`src/rtl/bsg_regbank_pkg.sv`:
```
// Shared types and constants for the BSG register bank.
// The optional interrupt event counter is enabled with `define BSG_IRQ_COUNT_EN.
package bsg_regbank_pkg;

  typedef enum logic [1:0] {
    IDLE = 2'd0,
    HOLD = 2'd1,
    RESP = 2'd2
  } state_e;

  localparam int unsigned TXEN_BIT    = 0;
  localparam int unsigned INTMSK_BIT  = 1;
  localparam int unsigned INTFLAG_BIT = 2;
  localparam int unsigned BUSY_BIT    = 3;

  // Offset of addr from base, wrapped modulo 2^aw.
  function automatic logic [31:0] addr_offset(input logic [31:0] addr,
                                              input logic [31:0] base,
                                              input int unsigned aw);
    logic [63:0] diff;
    diff = {32'b0, addr} - {32'b0, base};
    return 32'(diff & ((64'd1 << aw) - 64'd1));
  endfunction

endpackage

```
`src/rtl/bsg_regbank_irq.sv`:
```
// INTFLAG set/W1C logic, registered irq and (with BSG_IRQ_COUNT_EN) a
// saturating interrupt event counter cleared on read.
module bsg_regbank_irq
  import bsg_regbank_pkg::*;
#(
  parameter int unsigned DATA_W = 8
) (
  input  logic              clk,
  input  logic              rst_n,
  input  logic              hw_done_i,
  input  logic              intmsk_i,
  input  logic              w1c_i,
`ifdef BSG_IRQ_COUNT_EN
  input  logic              cnt_rd_i,
  output logic [DATA_W-1:0] cnt_o,
`endif
  output logic              intflag_o,
  output logic              irq_o
);

  logic intflag_q, intflag_d;
  logic irq_q;
  logic set_evt;

  assign set_evt = hw_done_i & intmsk_i;

  // A set event in the same cycle as W1C takes priority.
  always_comb begin
    intflag_d = intflag_q;
    if (set_evt)    intflag_d = 1'b1;
    else if (w1c_i) intflag_d = 1'b0;
  end

  always_ff @(posedge clk or negedge rst_n) begin
    if (!rst_n) begin
      intflag_q <= 1'b0;
      irq_q     <= 1'b0;
    end else begin
      intflag_q <= intflag_d;
      irq_q     <= intflag_q & intmsk_i;
    end
  end

  assign intflag_o = intflag_q;
  assign irq_o     = irq_q;

`ifdef BSG_IRQ_COUNT_EN
  logic [DATA_W-1:0] cnt_q, cnt_d;

  always_comb begin
    cnt_d = cnt_q;
    if (cnt_rd_i)                  cnt_d = set_evt ? DATA_W'(1) : '0;
    else if (set_evt && cnt_q != '1) cnt_d = cnt_q + DATA_W'(1);
  end

  always_ff @(posedge clk or negedge rst_n) begin
    if (!rst_n) cnt_q <= '0;
    else        cnt_q <= cnt_d;
  end

  assign cnt_o = cnt_q;
`endif

endmodule

```
`src/rtl/bsg_regbank.sv`:
```
// Bus-slave register bank: BSG_CONTROL, N_CH data channels, registered response.
// Optional interrupt event counter at BASE_ADDR+N_CH+1 via `define BSG_IRQ_COUNT_EN.
module bsg_regbank
  import bsg_regbank_pkg::*;
#(
  parameter int unsigned       DATA_W    = 8,
  parameter int unsigned       ADDR_W    = 8,
  parameter int unsigned       N_CH      = 2,
  parameter logic [ADDR_W-1:0] BASE_ADDR = ADDR_W'(16)
) (
  input  logic                   clk,
  input  logic                   rst_n,
  input  logic                   bus_valid,
  input  logic                   bus_write,
  input  logic [ADDR_W-1:0]      bus_addr,
  input  logic [DATA_W-1:0]      bus_wdata,
  output logic                   bus_ready,
  output logic                   bus_rvalid,
  output logic [DATA_W-1:0]      bus_rdata,
  output logic                   bus_err,
  output logic [2:0]             ctrl_out,
  input  logic [DATA_W-4:0]      hw_status,
  input  logic                   hw_done,
  output logic [N_CH*DATA_W-1:0] ch_data,
  output logic [N_CH-1:0]        ch_load,
  output logic                   irq
);

  localparam int unsigned CH_IW = (N_CH > 1) ? $clog2(N_CH) : 1;

  state_e            state_q, state_d;
  logic              txen_q, txen_d, intmsk_q, intmsk_d;
  logic              intflag, w1c;
  logic [DATA_W-1:0] ch_q [N_CH];
  logic [N_CH-1:0]   ch_load_q, hold_load;
  logic [CH_IW-1:0]  hold_idx_q, hold_idx_d, dec_idx, wr_idx;
  logic [DATA_W-1:0] hold_data_q, hold_data_d, wr_data, rdata_q, rdata_d;
  logic              err_q, err_d, ch_we, hold_commit;
  logic [31:0]       off;
  logic              hit_ctrl, hit_ch, hit_cnt, accept, busy;
`ifdef BSG_IRQ_COUNT_EN
  logic              cnt_rd;
  logic [DATA_W-1:0] irq_cnt;
`endif

  assign off      = addr_offset(32'(bus_addr), 32'(BASE_ADDR), ADDR_W);
  assign hit_ctrl = (off == 32'd0);
  assign hit_ch   = (off >= 32'd1) && (off <= N_CH);
  assign dec_idx  = CH_IW'(off - 32'd1);
`ifdef BSG_IRQ_COUNT_EN
  assign hit_cnt  = (off == N_CH + 1);
`else
  assign hit_cnt  = 1'b0;
`endif

  assign busy      = hw_status[BUSY_BIT-3];
  assign bus_ready = rst_n & (state_q == IDLE);
  assign accept    = bus_valid & bus_ready;

  always_comb begin
    state_d     = state_q;
    txen_d      = txen_q;
    intmsk_d    = intmsk_q;
    w1c         = 1'b0;
    ch_we       = 1'b0;
    hold_commit = 1'b0;
    wr_idx      = dec_idx;
    wr_data     = bus_wdata;
    hold_idx_d  = hold_idx_q;
    hold_data_d = hold_data_q;
    rdata_d     = rdata_q;
    err_d       = err_q;
`ifdef BSG_IRQ_COUNT_EN
    cnt_rd      = 1'b0;
`endif
    unique case (state_q)
      IDLE: begin
        if (accept) begin
          state_d = RESP;
          rdata_d = '0;
          err_d   = 1'b0;
          if (bus_write) begin
            if (hit_ctrl) begin
              txen_d   = bus_wdata[TXEN_BIT];
              intmsk_d = bus_wdata[INTMSK_BIT];
              w1c      = bus_wdata[INTFLAG_BIT];
            end else if (hit_ch) begin
              if (busy) begin
                state_d     = HOLD;
                hold_idx_d  = dec_idx;
                hold_data_d = bus_wdata;
              end else begin
                ch_we = 1'b1;
              end
            end else if (!hit_cnt) begin
              err_d = 1'b1;
            end
          end else begin
            if (hit_ctrl)    rdata_d = {hw_status, intflag, intmsk_q, txen_q};
            else if (hit_ch) rdata_d = ch_q[dec_idx];
`ifdef BSG_IRQ_COUNT_EN
            else if (hit_cnt) begin
              rdata_d = irq_cnt;
              cnt_rd  = 1'b1;
            end
`endif
            else             err_d   = 1'b1;
          end
        end
      end
      HOLD: begin
        if (!busy) begin
          state_d     = RESP;
          ch_we       = 1'b1;
          hold_commit = 1'b1;
          wr_idx      = hold_idx_q;
          wr_data     = hold_data_q;
        end
      end
      RESP:    state_d = IDLE;
      default: state_d = IDLE;
    endcase
  end

  // Held commits pulse ch_load during the releasing HOLD cycle itself;
  // direct writes pulse it in the cycle after the accept edge.
  assign hold_load = hold_commit ? (N_CH'(1) << hold_idx_q) : '0;
  assign ch_load   = ch_load_q | hold_load;

  always_ff @(posedge clk or negedge rst_n) begin
    if (!rst_n) begin
      state_q     <= IDLE;
      txen_q      <= 1'b0;
      intmsk_q    <= 1'b0;
      hold_idx_q  <= '0;
      hold_data_q <= '0;
      rdata_q     <= '0;
      err_q       <= 1'b0;
      ch_load_q   <= '0;
      for (int unsigned k = 0; k < N_CH; k++) ch_q[k] <= '0;
    end else begin
      state_q     <= state_d;
      txen_q      <= txen_d;
      intmsk_q    <= intmsk_d;
      hold_idx_q  <= hold_idx_d;
      hold_data_q <= hold_data_d;
      rdata_q     <= rdata_d;
      err_q       <= err_d;
      ch_load_q   <= '0;
      if (ch_we) begin
        ch_q[wr_idx] <= wr_data;
        if (!hold_commit) ch_load_q[wr_idx] <= 1'b1;
      end
    end
  end

  for (genvar k = 0; k < N_CH; k++) begin : g_ch
    assign ch_data[k*DATA_W +: DATA_W] = ch_q[k];
  end

  bsg_regbank_irq #(
    .DATA_W (DATA_W)
  ) u_irq (
    .clk       (clk),
    .rst_n     (rst_n),
    .hw_done_i (hw_done),
    .intmsk_i  (intmsk_q),
    .w1c_i     (w1c),
`ifdef BSG_IRQ_COUNT_EN
    .cnt_rd_i  (cnt_rd),
    .cnt_o     (irq_cnt),
`endif
    .intflag_o (intflag),
    .irq_o     (irq)
  );

  assign ctrl_out   = {intflag, intmsk_q, txen_q};
  assign bus_rvalid = (state_q == RESP);
  assign bus_rdata  = rdata_q;
  assign bus_err    = err_q;

endmodule

```
`config.mk`:
```
export PLATFORM = sky130hd
export DESIGN_NAME = bsg_regbank
export DESIGN_NICKNAME = d
export VERILOG_FILES = /design/src/rtl/bsg_regbank_pkg.sv /design/src/rtl/bsg_regbank_irq.sv /design/src/rtl/bsg_regbank.sv
export SDC_FILE = /design/constraint.sdc
export NUM_CORES = 1
export LEC_CHECK = 0
export ABC_AREA = 1
export BUFFER_PORTS_ARGS = -buffer_cell sky130_fd_sc_hd__buf_4
export CORE_MARGIN = 2
export CORE_UTILIZATION = 56
export CTS_CLUSTER_DIAMETER = 120
export DETAILED_ROUTE_END_ITERATION = 10
export PLACE_DENSITY_LB_ADDON = 0.08
export SETUP_SLACK_MARGIN = 0.5
export SYNTH_ARGS = -nofsm -noshare
export SYNTH_HDL_FRONTEND = slang
export SYNTH_SLANG_ARGS = --single-unit
```
`constraint.sdc`:
```
create_clock -name clk -period 2.41 [get_ports clk]
set_input_delay 0.3615 -clock clk [delete_from_list [all_inputs] [get_ports clk]]
set_output_delay 0.3615 -clock clk [all_outputs]
set_load 0.02 [all_outputs]
```
==> results.toml <==
[global_routing]
antenna_found_initial = 0
grt_usage_pct = 25.3
grt_pass1_vias = 1879
grt_start_max_net_pins = 43
grt-ovfl-total = 0
grt_pass1_wl_um = 8440

[cells_and_area]
final_cell_count_no_fill = 397
seq_area_um2 = 1050
drive_gt1_share_pct = 28.4
final_common_cell = "nand2_1"
post-route-util_pct = 74.9
fin_area_um2 = 2800
multi_input_area_um2 = 983
nNetsFinal = 374
fill_cells = 303
antenna_cells = 0
final_cell_mix = "nand2_1, buf_4, dfrtp_1"
area_growth_pct = 26.5

[yosys]
post-synth-top-area-cell = "dfrtp_1"
synth_edf_count = 0
synth_mux_area_share_pct = 0
synthAdderAreaFrac_pct = 0
synth_compound_area_share_pct = 7.40
ys_seq_elements = 42
synth-xor-area-share_pct = 0
ys_seq_area_share_pct = 47.4
yosysWarnings = 0
netlist-cell-type-count = 24
syn_avg_cell_area_um2 = 7.69
synth_cells = 288
yosys.area_share.simple_pct = 36.4
synth_flop_cell = "dfrtp_1"
synth_top_family_by_area = "simple AND/OR/NAND/NOR gates"
synth.cell_area_um2 = 2220
synth_top_area_share_pct = 47.4
synthTopCellsByArea = "dfrtp_1, nand2_1, nand3_1"
synth_async_sr_flop_share_pct = 100
synth_nets = 314

[worst_hold_path]
min_path_type = "input pin to asynchronous set/reset pin"

[clock_tree]
h-tree-depth = 2
clockBufferDepth = 2
clk_latency_ns = 0.29
ctsHoldBuffers = 0
cts_tree = "yes"
cts_buffers = 5
clock-sinks = 42
root_buffer = "clkbuf_8"
cts.reportedPaths.clkPinSlew_ns = 0.07

[run]
cap_violations = 0

[critical_path]
crit_chain = "inv_2, nor2_4, nand2_2, or2_4, nand2_1, buf_4"
timing.rr.end = "ch_data[10]"
reg2reg_depth = 7
worstPathRequired_ns = 2.05
critical_path_class = "flip-flop to output port"
slowest_stage = "dfrtp_1"
reg2reg_from = "state_q[1]"
r2r_slack_ns = 0.84
worstSetupStartpointType = "flip-flop"
worst_path_largest_cell_delay_ns = 0.39
worstPathMaxFanout = 9
cp-end-kind = "output port"
critical_path_arrival_ns = 1.47

[power_and_ir_drop]
p_total_mw = 1.41
sw_frac_of_total_pct = 23.3
p_comb_share_pct = 10.2
ir_drop_mv = 0.419
p_per_area_nw_per_um2 = 502
p_clk_share_pct = 38.6
switchingPower_mw = 0.327
seq_power_share_pct = 51.2
p_leak_nw = 1.66
p_int_mw = 1.08

[timing]
post-route-min-period_ns = 1.83
maxSlewViolCount = 0
grt_setup_unrepaired = "false"
period_share_pct = 75.9
worst_slew_pin_slew_ns = 0.530
finalSetupViolCount = 0
setup_ws_ns = 0.582
setup_tns_ns = 0
fin_skew_ns = 0.00501
max_freq_mhz = 547
max-slew-margin-rel_pct = 64.7
hold_slack_ns = 0.159
finalHoldViolCount = 0

[route]
vias_per_cell = 5.18
detail_route.wl_per_cell_um = 13.2
ant_nets = 0
dr.pass1.iters = 4
wirelength_um = 5260
drc = 0
drt_iter0_markers = 107
vias = 2056

[placed_design]
hpwl_um = 3650
place_area_um2 = 2670
gp_congestion = 0.886
place_ws_ns = 0.615
dp.cells = 387
io_buffers = 58

[floorplan]
ios = 59
die_y_um = 66.9
core-area_um2 = 3740
fp.dieW_um = 66.9
die_area_um2 = 4480
fp-row-count = 22
initial_core_util_pct = 59.2

[run_status]
status = "finished clean"
[power by group through the flow]
stage / clock [mW] / sequential (mW) / combinational [mW]
2_1_floorplan: 0 / 0.741 / 0.0578
3_3_place_gp: 0 / 0.734 / 0.140
3_5_place_dp: 0 / 0.734 / 0.142
4_1_cts: 0.544 / 0.720 / 0.144
5_1_grt: 0.569 / 0.722 / 0.158
6_report: 0.542 / 0.721 / 0.143
[layout make-up]
cell class | count | area share, %
Sequential cell | 42 | 37.5
Multi-Input combinational cell | 203 | 35.1
Timing Repair Buffer | 64 | 17.2
Inverter | 32 | 4.29
Clock buffer | 7 | 2.72
Tap cell | 48 | 2.14
Clock inverter | 1 | 1.07
[logic make-up (layout without fill, tap and decap cells)]
logic type             Yosys count  in the layout
and+or+nand+nor                177            177
AOI/OAI and AO/OA               26             26
buffers and inverters           43            104
DFF                             42             42
[critical path: cells and delay by family (launching register included)]
kind / cells / cell delay [ns]
buffers and inverters: 2 / 0.20
AND/OR/NAND/NOR: 4 / 0.59
flip-flops: 1 / 0.39
[registers in the layout, summed over array words and instances (netlist names)]
| name | cells |
|---|---|
| hold_idx_q | 1 |
| bus_rdata | 8 |
| bus_err | 1 |
| intmsk_q | 1 |
| ch_load_q | 2 |
| txen_q | 1 |
| hold_data_q | 8 |
| u_irq.irq_o | 1 |
| u_irq.intflag_o | 1 |
| ch_data | 16 |
| state_q | 2 |
[synthesized netlist by cell type, types with 2 or more instances]
| cell type | number |
|---|---|
| nor2_2 | 5 |
| buf_2 | 2 |
| inv_2 | 3 |
| nand2_1 | 114 |
| buf_4 | 4 |
| a21oi_2 | 8 |
| nor2_1 | 14 |
| clkbuf_1 | 3 |
| inv_1 | 29 |
| buf_6 | 2 |
| nand4_2 | 2 |
| dfrtp_1 | 42 |
| o21ai_1 | 2 |
| nand2_2 | 2 |
| o21ai_0 | 14 |
| nand3_1 | 34 |
[how the worst max path moves through the flow]
| stage | startpoint | to | slack [ns] | cells after the start |
|---|---|---|---|---|
| 2_1_floorplan | state_q[1] | ch_load[0] | 0.82 | 5 |
| 3_3_place_gp | bus_addr[3] | ch_data[14] | 0.69 | 8 |
| 3_5_place_dp | bus_addr[3] | ch_data[14] | 0.61 | 8 |
| 4_1_cts | state_q[0] | ch_load[1] | 0.50 | 8 |
| 5_1_grt | state_q[0] | ch_load[1] | 0.47 | 8 |
| 6_report | state_q[0] | ch_load[0] | 0.58 | 6 |
[timing repair]
action | 4_1_cts | 5_1_grt
resized for setup | 3 | 3
gates cloned | 0 | 1
endpoints found under the setup margin | 2 | 2
hold endpoints to repair | 0 | 0
buffers inserted | 0 | 1
pin swaps | 0 | 1
[metal layers]
layer	vias to the layer above	part of all wire (%)	global-route usage, %
met4	0	1.9	8.93
met1	943	42	32.9
li1	1020	-	-
met3	10	7.8	5.57
met5	-	0	0
met2	83	48	41.6
No activity file was read; power rests on OpenSTA's default activity.
